==> config.mk <==
export PLATFORM = sky130hd
export DESIGN_NAME = jt89_wr_queue
export DESIGN_NICKNAME = d
export VERILOG_FILES = /design/src/rtl/jt89_wr_queue.sv
export SDC_FILE = /design/constraint.sdc
export NUM_CORES = 1
export LEC_CHECK = 0
export ABC_AREA = 1
export BUFFER_PORTS_ARGS = -buffer_cell sky130_fd_sc_hd__buf_4
export CAP_MARGIN = 20
export CORE_MARGIN = 10
export CORE_UTILIZATION = 52
export CTS_BUF_LIST = sky130_fd_sc_hd__clkbuf_2
export CTS_CLUSTER_SIZE = 20
export DETAILED_ROUTE_END_ITERATION = 8
export PLACE_DENSITY_LB_ADDON = 0.08
export SYNTH_ARGS = -nofsm -noshare
export SYNTH_HDL_FRONTEND = slang
export SYNTH_SLANG_ARGS = --single-unit
export TNS_END_PERCENT = 1
==> constraint.sdc <==
create_clock -name clk -period 3.1 [get_ports clk]
set_clock_uncertainty 0.15 [all_clocks]
set_input_delay 0.465 -clock clk [delete_from_list [all_inputs] [get_ports clk]]
set_output_delay 0.465 -clock clk [all_outputs]
set_load 0.02 [all_outputs]
==> src/rtl/jt89_wr_queue.sv <==
// jt89_wr_queue
//   Write buffer in front of the jt89 PSG. Single-cycle bus write strobes are
//   queued in a FIFO and replayed to the PSG one at a time. Each replay is a
//   clean psg_wr_n low pulse with psg_din held stable. Every pulse is framed
//   by high time, so back-to-back bus writes are never merged or lost at the
//   PSG's falling-edge latch.
//
// Parameters
//   AW     FIFO address width, depth = 2**AW entries
//   PULSE  psg_wr_n low time in clk cycles (>=1)
//   GAP    psg_wr_n high time after each pulse in clk cycles (>=1)
//
// Ports
//   clk       system clock
//   rst       synchronous reset, active-high
//   cpu_we    write strobe, one byte accepted per cycle it is high
//   cpu_din   write data, sampled with cpu_we
//   ovf_clr   clears the sticky overflow flag
//   psg_wr_n  registered write strobe to jt89
//   psg_din   registered data to jt89
//   level     FIFO occupancy, 0..2**AW
//   empty     level == 0
//   full      level == 2**AW
//   overflow  sticky: a write arrived while the FIFO was full and was dropped

module jt89_wr_queue #(
  parameter int AW    = 3,
  parameter int PULSE = 2,
  parameter int GAP   = 2
) (
  input  logic          clk,
  input  logic          rst,
  input  logic          cpu_we,
  input  logic [7:0]    cpu_din,
  input  logic          ovf_clr,
  output logic          psg_wr_n,
  output logic [7:0]    psg_din,
  output logic [AW:0]   level,
  output logic          empty,
  output logic          full,
  output logic          overflow
);

  localparam int DEPTH = 1 << AW;
  localparam int CMAX  = (PULSE > GAP) ? PULSE : GAP;
  localparam int CW    = (CMAX > 1) ? $clog2(CMAX) : 1;
  localparam logic [AW:0] LVL_FULL = (AW + 1)'(DEPTH);

  typedef enum logic [1:0] {IDLE, SETUP, LOW, HIGH} state_t;

  logic [7:0]    mem [DEPTH];
  logic [AW-1:0] wr_ptr_reg, rd_ptr_reg;
  logic [AW:0]   level_reg;
  state_t        state_reg, state_next;
  logic [CW-1:0] cnt_reg, cnt_next;
  logic          wr_n_reg, wr_n_next;
  logic [7:0]    din_reg;
  logic          ovf_reg;
  logic          push, pop;

  // full/empty come from the registered level, i.e. the occupancy at the
  // start of the cycle. A byte pushed this cycle therefore cannot be popped
  // until the next one, and a pop in the same cycle does not make room for
  // a write that finds the queue full.
  assign full     = (level_reg == LVL_FULL);
  assign empty    = (level_reg == '0);
  assign push     = cpu_we & ~full;

  assign level    = level_reg;
  assign psg_wr_n = wr_n_reg;
  assign psg_din  = din_reg;
  assign overflow = ovf_reg;

  // Next-state logic for the PSG write sequencer.
  always_comb begin
    state_next = state_reg;
    cnt_next   = cnt_reg;
    wr_n_next  = wr_n_reg;
    pop        = 1'b0;
    case (state_reg)
      IDLE: begin
        wr_n_next = 1'b1;
        if (!empty) begin
          pop        = 1'b1;
          state_next = SETUP;
        end
      end
      SETUP: begin
        // psg_din has been stable for one cycle; start the low phase.
        wr_n_next  = 1'b0;
        cnt_next   = CW'(PULSE - 1);
        state_next = LOW;
      end
      LOW: begin
        wr_n_next = 1'b0;
        if (cnt_reg == '0) begin
          wr_n_next  = 1'b1;
          cnt_next   = CW'(GAP - 1);
          state_next = HIGH;
        end else begin
          cnt_next = cnt_reg - 1'b1;
        end
      end
      HIGH: begin
        wr_n_next = 1'b1;
        if (cnt_reg == '0) begin
          // Chain straight into the next byte to keep the 1+PULSE+GAP cadence.
          if (!empty) begin
            pop        = 1'b1;
            state_next = SETUP;
          end else begin
            state_next = IDLE;
          end
        end else begin
          cnt_next = cnt_reg - 1'b1;
        end
      end
      default: begin
        state_next = IDLE;
        wr_n_next  = 1'b1;
      end
    endcase
  end

  // FIFO storage: no reset so it maps onto plain RAM.
  always_ff @(posedge clk) begin
    if (push) begin
      mem[wr_ptr_reg] <= cpu_din;
    end
  end

  always_ff @(posedge clk) begin
    if (rst) begin
      state_reg  <= IDLE;
      cnt_reg    <= '0;
      wr_n_reg   <= 1'b1;
      din_reg    <= 8'h00;
      wr_ptr_reg <= '0;
      rd_ptr_reg <= '0;
      level_reg  <= '0;
      ovf_reg    <= 1'b0;
    end else begin
      state_reg <= state_next;
      cnt_reg   <= cnt_next;
      wr_n_reg  <= wr_n_next;

      if (push) begin
        wr_ptr_reg <= wr_ptr_reg + 1'b1;
      end
      // The head byte is read straight into the output register, so psg_din
      // only ever changes on a pop edge, which is always a high phase.
      if (pop) begin
        din_reg    <= mem[rd_ptr_reg];
        rd_ptr_reg <= rd_ptr_reg + 1'b1;
      end

      case ({push, pop})
        2'b10:   level_reg <= level_reg + 1'b1;
        2'b01:   level_reg <= level_reg - 1'b1;
        default: level_reg <= level_reg;
      endcase

      // A dropped write wins over a clear in the same cycle.
      if (cpu_we && full) begin
        ovf_reg <= 1'b1;
      end else if (ovf_clr) begin
        ovf_reg <= 1'b0;
      end
    end
  end

endmodule

==> PnR_summary.wiki, run 1 <==
{| class="wikitable"
! Metric !! Value
|-
| ANT nets after route || 0
|-
| Largest net degree at the start of global routing || 35
|-
| Setup Total Neg Slack || 0 ns
|-
| Total standard cell area after synthesis || 3910 µm²
|-
| Clock tree from TritonCTS || built
|-
| Vert. Die Dim || 107 µm
|-
| Largest stage delay on the critical path || 0.45 ns
|-
| Share of cells above drive strength 1 || 13.9%
|-
| Drt wl/cell || 14.5 µm
|-
| Standard cell area after detailed placement || 4230 µm²
|-
| Most frequent cells in the layout || nand2_1, inv_1, edfxtp_1
|-
| Actual transition at the worst max-transition pin || 0.636 ns
|-
| Global router's overall resource usage || 14.8%
|-
| Power after layout || 3.33 mW
|-
| RSZ-0062 raised after global routing || no
|-
| Final estimated routing congestion in global placement || 0.763
|-
| Worst setup SP type || flop
|-
| Ratio of final minimum period to clock period || 77.1%
|-
| Max stage delay cell, worst path || dfxtp_1
|-
| Die Area || 11400 µm²
|-
| CTS max path bufs || 2
|-
| Cell Chain, Critical Path || inv_1 -> ha_1 -> inv_1 -> nand2_1 -> nor2_4 -> ha_1 -> nand2_1 -> inv_1 -> nor2_1 -> ha_1 -> a21oi_1 -> xnor2_1 -> o21ai_0 -> inv_1
|-
| Leakage || 1.97 nW
|-
| Count of filler cells inserted in the layout || 638
|-
| Final Util || 60.7%
|-
| Kind of critical path || flop to flop
|-
| Number of global-route vias before repair || 2583
|-
| Port Buffer Count || 27
|-
| Average footprint of a synthesized cell || 9.50 µm²
|-
| Fmax achieved || 419 MHz
|-
| Synth Instances || 412
|-
| Initial antenna violation count || 0
|-
| Critical path peak fanout || 5
|-
| Vias per Instance || 4.94
|-
| Number of cells in the finished layout apart from fillers || 559
|-
| Fin nets || 477
|-
| Final Max Slew Viols || 0
|-
| DP Wirelength || 5240 µm
|-
| CP Data Arrival Time || 2.68 ns
|-
| Flops & latches, synth || 87
|-
| Final number of setup-violating endpoints || 0
|-
| Count of endpoints failing hold in the final timing report || 0
|-
| Maximum capacitance violations || 0
|-
| Largest register FFs || 64
|-
| DR pass1 iterations || 4
|-
| Worst Setup End Kind || flop
|-
| Leading cell types by total area after synthesis || edfxtp_1, dfxtp_1, nand2_1
|-
| Hold Path Depth || 3
|-
| Area share of the largest cell type after synthesis || 49.1%
|-
| Root buffer cell || clkbuf_2
|-
| # DRC || 0
|-
| Total vias in the final route || 2760
|-
| Clock latency on the worst-skew pair || 0.51 ns
|-
| Number of primary I/O pins || 28
|-
| Global-route wire length before repair || 13100 µm
|-
| Non-Filler Cell Area, Final || 4420 µm²
|-
| Synth-to-Final Area Change || 13.0%
|-
| Total setup buffers inserted after CTS || 0
|-
| Hold Path Class || primary input to flop
|-
| # rows || 31
|-
| Dpl ws || 0.743 ns
|-
| Cell repeated most along the worst path || inv_1
|-
| Setup ws final || 0.711 ns
|-
| Number of diodes || 0
|-
| Count of cell types in the netlist || 29
|-
| Final hold slack || 0.0562 ns
|-
| Total congestion overflow || 0
|-
| Length in cells of the worst reg-to-reg path || 14
|-
| Total number of clock tree sinks || 87
|-
| Clock edge transition at the registers on the reported setup and hold paths || 0.21 ns
|-
| Cts bufs inserted || 9
|-
| Detailed Route Iter0 Violations || 153
|-
| Slew HR || 57.5%
|-
| Maximum ir drop on the vdd rail || 0.294 mV
|-
| Total wirelength of the detailed-routed design || 8110 µm
|-
| Required time reported for the critical path endpoint || 3.40 ns
|-
| Number of H-tree levels || 3
|-
| Sequential-to-total area share from yosys stat || 60.9%
|-
| Cell total after placement || 534
|-
| Net Count, Synth || 434
|-
| Outcome || finished, final reports clean
|-
| Cell type with the largest total area after synthesis || edfxtp_1
|-
| Power per cell area || 753 nW/µm²
|-
| Most common cell after layout, fill and taps aside || nand2_1
|-
| Starting utilization of the core area || 53.7%
|-
| Shortest clock period the worst path allows after layout || 2.39 ns
|-
| Die X-Extent || 107 µm
|-
| Yosys warning count || 0
|-
| Placeable core region || 7290 µm²
|}
what timing repair did:
item,4_1_cts,5_1_grt
gates resized for setup,0,0
hold buffers,2,7
endpoints found under the hold margin,2,33
setup endpoints to repair,0,0
worst paths after layout:
kind | from | to | slack (ns)
hold reg to reg | psg_din[1] | psg_din[1] | 0.33
setup reg to reg | state_reg[0] | level[2] | 0.71
setup / recovery | state_reg[0] | level[2] | 0.71
hold / removal | cpu_we | overflow | 0.06
cell type report:
class / instances / area, µm² / share of cell area, %
flip-flops and latches: 87 / 2380 / 53.9
clock inverters: 4 / 46.3 / 1.05
inverters: 75 / 284 / 6.42
well taps: 99 / 124 / 2.80
multi-input cells: 235 / 1150 / 26.0
clock buffers: 12 / 60.1 / 1.36
repair buffers: 47 / 375 / 8.49
layer usage:
metal	global-route usage [%]	vias up	wire, µm	share of wire [%]
li1	-	1414	-	-
met1	18.8	1262	3540	44
met2	24.5	74	3950	49
met3	2.99	10	501	6.2
met4	5.42	0	124	1.5
met5	0	-	0	0
synthesized netlist by cell type, drive strengths merged:
cell type	n
a21oi	19
buf	12
clkbuf	3
dfxtp	23
edfxtp	64
ha	10
inv	75
nand2	111
nand3	57
nand4	1
nor2	20
nor3	1
nor3b	1
o211ai	1
o21ai	10
o221ai	1
xnor2	2
xor2	1
worst max-delay path: cells and delay by family (launching register included):
| kind | cells | cell delay, ns |
|---|---|---|
| adders and majority gates | 3 | 0.69 |
| xor gates and xnor gates | 1 | 0.09 |
| buffers and inverters | 4 | 0.33 |
| DFF | 1 | 0.45 |
| and+or+nand+nor | 4 | 0.31 |
| AOI/OAI and AO/OA | 2 | 0.30 |
cell families after synthesis:
group                      share of synthesized area (%)
xor gates and xnor gates                           0.671
buffers and inverters                               9.72
adders and majority gates                           3.20
DFF                                                 60.9
AOI/OAI and AO/OA                                   4.32
and+or+nand+nor                                     21.2
power by group:
group          total [mW]  switching [mW]  internal (mW)  leakage (nW)
logic                1.29           0.819          0.468          1.13
clock network       0.549           0.357          0.193        0.0696
registers            1.50          0.0985           1.40         0.770
total                3.33            1.27           2.06          1.97
No activity file was read; power rests on OpenSTA's default activity.
==> run 2, diff against run 1 <==
==> constraint.sdc (replaced) <==
create_clock -name clk -period 2.3 [get_ports clk]
set_clock_uncertainty 0.15 [all_clocks]
set_input_delay 0.345 -clock clk [delete_from_list [all_inputs] [get_ports clk]]
set_output_delay 0.345 -clock clk [all_outputs]
set_load 0.02 [all_outputs]
==> PnR_summary.wiki, run 2 (synthesized netlist as in run 1, its figures left out) <==
{| class="wikitable"
! Metric !! Value
|-
| Outcome || finished, final reports clean
|-
| Placeable core region || 7290 µm² (unchanged)
|-
| Final Util || 61.4% (+0.79 points)
|-
| Shortest clock period the worst path allows after layout || 2.17 ns (-0.223 ns)
|-
| Total number of clock tree sinks || 87 (unchanged)
|-
| Clock tree from TritonCTS || built
|-
| Final Max Slew Viols || 0 (unchanged)
|-
| Most frequent cells in the layout || nand2_1, inv_1, edfxtp_1
|-
| Final estimated routing congestion in global placement || 0.777 (+1.8%)
|-
| Vert. Die Dim || 107 µm (unchanged)
|-
| Maximum ir drop on the vdd rail || 0.377 mV (+28%)
|-
| Total vias in the final route || 2792 (+1.2%)
|-
| Root buffer cell || clkbuf_2
|-
| Fin nets || 483 (+1.3%)
|-
| Required time reported for the critical path endpoint || 2.59 ns (-0.81 ns)
|-
| Hold Path Class || primary input to flop
|-
| Slew HR || 59.2% (+1.7 points)
|-
| Die X-Extent || 107 µm (unchanged)
|-
| Setup Total Neg Slack || 0 ns (unchanged)
|-
| Number of primary I/O pins || 28 (unchanged)
|-
| DR pass1 iterations || 4 (unchanged)
|-
| Most common cell after layout, fill and taps aside || nand2_1
|-
| Power after layout || 4.47 mW (+34%)
|-
| Largest register FFs || 64 (unchanged)
|-
| Critical path peak fanout || 5 (unchanged)
|-
| Capture instance of the worst register-to-register path || level[2]
|-
| Maximum capacitance violations || 0 (unchanged)
|-
| Detailed Route Iter0 Violations || 172 (+12%)
|-
| Hold Path Sink || wr_ptr_reg[0]
|-
| Kind of critical path || flop to flop
|-
| Worst Setup End Kind || flop
|-
| Non-Filler Cell Area, Final || 4480 µm² (+1.3%)
|-
| Total congestion overflow || 0 (unchanged)
|-
| # rows || 31 (unchanged)
|-
| Count of endpoints failing hold in the final timing report || 0 (unchanged)
|-
| Comb pwr share || 41.0% (+2.4 points)
|-
| CTS max path bufs || 2 (unchanged)
|-
| Worst path top cell family by delay || adder cells
|-
| Critical register-to-register path startpoint || state_reg[0]
|-
| Fraction of power spent switching nets || 39.3% (+1.0 points)
|-
| Number of global-route vias before repair || 2696 (+4.4%)
|-
| Clock latency on the worst-skew pair || 0.50 ns (about the same)
|-
| Sw Pwr || 1.76 mW (+38%)
|-
| Share of cells above drive strength 1 || 15.9% (+2.0 points)
|-
| Number of diodes || 0 (unchanged)
|-
| Leakage || 1.98 nW (+0.41%)
|-
| Fmax achieved || 462 MHz (+10%)
|-
| Max stage delay cell, worst path || dfxtp_4
|-
| Portion of total power attributed to sequential cells || 45.5% (+0.6 points)
|-
| Number of H-tree levels || 3 (unchanged)
|-
| Crit path buf inv count || 3 (-1)
|-
| DP Wirelength || 5420 µm (+3.5%)
|-
| Final number of setup-violating endpoints || 0 (unchanged)
|-
| Global router's overall resource usage || 15.2% (+0.41 points)
|-
| Hold Path Depth || 3 (unchanged)
|-
| ANT nets after route || 0 (unchanged)
|-
| Total wirelength of the detailed-routed design || 8330 µm (+2.7%)
|-
| # DRC || 0 (unchanged)
|-
| Global-route wire length before repair || 13700 µm (+4.6%)
|-
| Vias per Instance || 4.95 (+0.26%)
|-
| Hold path start || cpu_we
|-
| Starting utilization of the core area || 53.7% (unchanged)
|-
| Largest net degree at the start of global routing || 35 (unchanged)
|-
| Die Area || 11400 µm² (unchanged)
|-
| RSZ-0062 raised after global routing || yes
|-
| Cell Chain, Critical Path || inv_2 -> ha_2 -> inv_1 -> o21ai_2 -> nand2_2 -> nor2_4 -> ha_4 -> nor2_1 -> nor2_1 -> ha_1 -> a21oi_2 -> xnor2_1 -> o21ai_1 -> inv_1
|-
| Internal power || 2.71 mW (+32%)
|-
| Cts bufs inserted || 9 (unchanged)
|-
| CP Data Arrival Time || 2.46 ns (-0.22 ns)
|-
| Power per cell area || 998 nW/µm² (+32%)
|-
| Register-to-register setup slack || 0.13 ns (-0.58 ns)
|-
| Worst setup SP type || flop
|-
| Actual transition at the worst max-transition pin || 0.611 ns (-0.0254 ns)
|-
| Port Buffer Count || 27 (unchanged)
|-
| Clock edge transition at the registers on the reported setup and hold paths || 0.23 ns (+0.02 ns)
|-
| Length in cells of the worst reg-to-reg path || 14 (unchanged)
|-
| Initial antenna violation count || 0 (unchanged)
|-
| Standard cell area after detailed placement || 4260 µm² (+0.80%)
|-
| Drt wl/cell || 14.8 µm (+1.8%)
|-
| Count of filler cells inserted in the layout || 646 (+1.3%)
|-
| Final hold slack || 0.123 ns (+0.0664 ns)
|-
| Ratio of final minimum period to clock period || 94.2% (+17 points)
|-
| Largest stage delay on the critical path || 0.41 ns (-0.04 ns)
|-
| Clock share of power || 13.6% (-2.9 points)
|-
| Synth-to-Final Area Change || 14.5%
|}
==> run 2: cell count changes in the layout (fill, tap and decap cells not counted), moves of 2 or more <==
cell,delta
buf_4,+3
inv_2,+2
dfxtp_1,-2
dlygate4sd3_1,+2
clkinv_1,+2
ha_1,-3
ha_2,+2
inv_1,-2
clkbuf_2,-2
==> run 2: worst max-delay path by stage <==
stage                           to    startpoint  depth (start not counted)
after floorplan           level[2]  state_reg[0]                         15
after global placement    level[2]  state_reg[0]                         14
after detailed placement  level[2]  state_reg[1]                         15
after CTS                 level[2]  state_reg[0]                         14
after global routing      level[2]  state_reg[0]                         15
final                     level[2]  state_reg[0]                         14
==> run 2: worst min-delay path, stage by stage <==
cell and delay [ns]:
buf_4 0.13, nand3_1 0.17, a21oi_1 0.09
==> run 2: timing repair <==
| item | 4_1_cts | 5_1_grt |
|---|---|---|
| setup buffers | 0 | 0 |
| endpoints found under the setup margin | 1 | 3 |
| hold endpoints to repair | 77 | 0 |
| hold buffers | 11 | 0 |
| resized for setup | 1 | 11 |
==> run 2: power by group through the flow <==
stage / clock [mW] / sequential, mW / combinational (mW)
after floorplan: 0 / 2.14 / 1.15
after global placement: 0 / 2.05 / 1.75
after detailed placement: 0 / 2.06 / 1.78
after CTS: 0.622 / 2.02 / 1.80
after global routing: 0.677 / 2.06 / 2.08
final: 0.607 / 2.03 / 1.83
==> run 2: layout make-up <==
class,instances,area [µm²],area share [%]
tap,99,124,2.76
timing repair buffer,53,429,9.58
inverter,75,284,6.34
clock inverter,5,26.3,0.586
multi-input combinational,235,1180,26.3
clock buffer,10,50.0,1.12
sequential,87,2390,53.3
==> run 2: layer usage <==
metal | GRT usage [%] | share of wire, %
met5 | 0 | 0
met4 | 5.51 | 1.2
met3 | 2.81 | 5.5
met2 | 24.9 | 49
met1 | 19.8 | 44
==> run 2: stage by stage <==
| stage | worst slack [ns] | std cells |
|---|---|---|
| 6_report | 0.134 | 564 |
| 5_1_grt | -0.0123 | 564 |
| 4_1_cts | 0.00463 | 564 |
| 3_5_place_dp | 0.0179 | 538 |
| 3_3_place_gp | 0.123 | 538 |
| 2_1_floorplan | 0.0280 | 412 |
==> run 3, diff against run 2 <==
==> constraint.sdc (replaced) <==
create_clock -name clk -period 2.4 [get_ports clk]
set_clock_uncertainty 0.15 [all_clocks]
set_input_delay 0.36 -clock clk [delete_from_list [all_inputs] [get_ports clk]]
set_output_delay 0.36 -clock clk [all_outputs]
set_load 0.02 [all_outputs]
==> PnR_summary.wiki, run 3 (synthesized netlist as in run 1, its figures left out) <==
{| class="wikitable"
! Metric !! Value
|-
| Outcome || finished, final reports clean
|-
| Number of H-tree levels || 3 (unchanged)
|-
| Fraction of power spent switching nets || 38.6% (-0.73 points)
|-
| Kind of critical path || flop to flop
|-
| Worst Setup End Kind || flop
|-
| Maximum ir drop on the vdd rail || 0.394 mV (+4.3%)
|-
| Sw Pwr || 1.68 mW (-4.4%)
|-
| Ratio of final minimum period to clock period || 93.4% (-0.79 points)
|-
| Slew HR || 59.6% (+0.39 points)
|-
| Starting utilization of the core area || 53.7% (unchanged)
|-
| Worst setup SP type || flop
|-
| Die Area || 11400 µm² (unchanged)
|-
| DR pass1 iterations || 4 (unchanged)
|-
| Largest stage delay on the critical path || 0.41 ns (about the same)
|-
| CTS max path bufs || 2 (unchanged)
|-
| Fmax achieved || 446 MHz (-3.4%)
|-
| Hold Path Depth || 3 (unchanged)
|-
| Worst path top cell family by delay || adder cells
|-
| ANT nets after route || 0 (unchanged)
|-
| Maximum capacitance violations || 0 (unchanged)
|-
| Leakage || 2.00 nW (+1.0%)
|-
| Drt wl/cell || 14.7 µm (-0.17%)
|-
| Count of endpoints failing hold in the final timing report || 0 (unchanged)
|-
| Fin nets || 482 (-0.21%)
|-
| Die X-Extent || 107 µm (unchanged)
|-
| Most common cell after layout, fill and taps aside || nand2_1
|-
| Root buffer cell || clkbuf_2
|-
| Length in cells of the worst reg-to-reg path || 14 (unchanged)
|-
| Clock tree from TritonCTS || built
|-
| Max stage delay cell, worst path || dfxtp_4
|-
| Power per cell area || 973 nW/µm² (-2.5%)
|-
| Total number of clock tree sinks || 87 (unchanged)
|-
| Number of primary I/O pins || 28 (unchanged)
|-
| Port Buffer Count || 27 (unchanged)
|-
| Synth-to-Final Area Change || 14.4% (about the same)
|-
| Clock edge transition at the registers on the reported setup and hold paths || 0.24 ns (about the same)
|-
| Number of logic stages on the critical path including buffering || 14 (unchanged)
|-
| Global-route wire length before repair || 13400 µm (-2.4%)
|-
| Largest register FFs || 64 (unchanged)
|-
| Actual transition at the worst max-transition pin || 0.605 ns (-0.00584 ns)
|-
| Total congestion overflow || 0 (unchanged)
|-
| # DRC || 0 (unchanged)
|-
| Placeable core region || 7290 µm² (unchanged)
|-
| Initial antenna violation count || 0 (unchanged)
|-
| CP Data Arrival Time || 2.56 ns (+0.10 ns)
|-
| Global router's overall resource usage || 15.0% (-0.19 points)
|-
| # rows || 31 (unchanged)
|-
| Cell total after placement || 536 (-0.37%)
|-
| RSZ-0062 raised after global routing || no
|-
| Number of global-route vias before repair || 2691 (-0.19%)
|-
| Share of cells above drive strength 1 || 15.9% (unchanged)
|-
| Clock share of power || 16.4% (+2.8 points)
|-
| Vias per Instance || 4.90 (-1.0%)
|-
| Critical path peak fanout || 4 (-1)
|-
| Count of filler cells inserted in the layout || 642 (-0.62%)
|-
| Total wirelength of the detailed-routed design || 8320 µm (-0.17%)
|-
| Comb pwr share || 38.8% (-2.2 points)
|-
| Internal power || 2.68 mW (-1.4%)
|-
| Required time reported for the critical path endpoint || 2.71 ns (+0.12 ns)
|-
| Detailed Route Iter0 Violations || 143 (-17%)
|-
| Cell Chain, Critical Path || inv_1 -> ha_1 -> inv_2 -> nand2_1 -> nor2_4 -> ha_2 -> nand2_1 -> inv_1 -> nor2_2 -> ha_1 -> a21oi_2 -> xnor2_1 -> o21ai_0 -> inv_1
|-
| Final Max Slew Viols || 0 (unchanged)
|-
| Final number of setup-violating endpoints || 0 (unchanged)
|-
| Total vias in the final route || 2764 (-1.0%)
|-
| Final estimated routing congestion in global placement || 0.790 (+1.8%)
|-
| Number of diodes || 0 (unchanged)
|-
| DP Wirelength || 5440 µm (+0.36%)
|-
| Clock latency on the worst-skew pair || 0.54 ns (+0.04 ns)
|-
| Cts bufs inserted || 9 (unchanged)
|-
| Most frequent cells in the layout || nand2_1, inv_1, edfxtp_1
|-
| Largest net degree at the start of global routing || 35 (unchanged)
|-
| Cell repeated most along the worst path || inv_1
|-
| Hold Path Class || primary input to flop
|-
| Shortest clock period the worst path allows after layout || 2.24 ns (+0.0752 ns)
|-
| Number of cells in the finished layout apart from fillers || 564 (unchanged)
|-
| Crit path buf inv count || 4 (+1)
|-
| Portion of total power attributed to sequential cells || 44.8% (-0.7 points)
|-
| Setup Total Neg Slack || 0 ns (unchanged)
|-
| Vert. Die Dim || 107 µm (unchanged)
|}
==> run 3: cell types whose count changed in the layout (fill, tap and decap cells not counted), sizes merged <==
cell	change
clkinv	+1
clkinvlp	-2
buf	-1
bufinv	+1
clkbuf	+1
==> run 3: per-stage QoR <==
stage | area (µm²) | power [mW] | hold slack (ns) | util (%) | setup WS (ns)
after floorplan | 3910 | 3.15 | 0.308 | - | 0.0744
after global placement | 4240 | 3.61 | 0.303 | 58.2 | 0.123
after detailed placement | 4240 | 3.64 | 0.309 | 58.2 | 0.0536
after CTS | 4460 | 4.36 | 0.0626 | 61.1 | 0.0196
after global routing | 4480 | 4.64 | 0.0793 | 61.4 | 0.00574
final | 4480 | 4.36 | 0.0898 | 61.4 | 0.159
==> run 3: final timing paths <==
path / startpoint / end / slack (ns)
min reg2reg: psg_din[1] / psg_din[1] / 0.33
min: cpu_we / wr_ptr_reg[0] / 0.09
max reg2reg: state_reg[0] / level[2] / 0.16
max: state_reg[0] / level[2] / 0.16
==> run 3: layout make-up <==
type                    count  area [µm²]  area share, %
repair buffers             52         418           9.33
clock inverters             5        48.8           1.09
inverters                  75         284           6.34
clock buffers              11        55.1           1.23
well taps                  99         124           2.77
multi-input cells         235        1160           25.9
flip-flops and latches     87        2390           53.3
==> run 3: routing by layer <==
metal / wire [µm] / vias to the layer above / track usage, %
li1: - / 1419 / -
met1: 3650 / 1282 / 18.6
met2: 4070 / 56 / 24.6
met3: 491 / 7 / 2.87
met4: 106 / 0 / 7.83
met5: 0 / - / 0
==> run 3: worst min-delay path, delay by kind of cell <==
kind | cells | cell delay (ns)
AOI/OAI and AO/OA | 1 | 0.09
buffers and inverters | 1 | 0.13
and+or+nand+nor | 1 | 0.19
==> run 3: power groups by stage <==
| stage | combinational [mW] | clock, mW | sequential, mW |
|---|---|---|---|
| floorplan | 1.10 | 0 | 2.05 |
| global placement | 1.63 | 0 | 1.97 |
| detailed placement | 1.66 | 0 | 1.98 |
| CTS | 1.68 | 0.730 | 1.95 |
| global route | 1.89 | 0.770 | 1.97 |
| finish | 1.69 | 0.717 | 1.95 |
==> run 3: repair_timing <==
action                                 CTS  global route
buffers inserted                         0             1
hold buffers                            11             0
resized for setup                        0             8
setup endpoints to repair                0             3
endpoints found under the hold margin   77             0
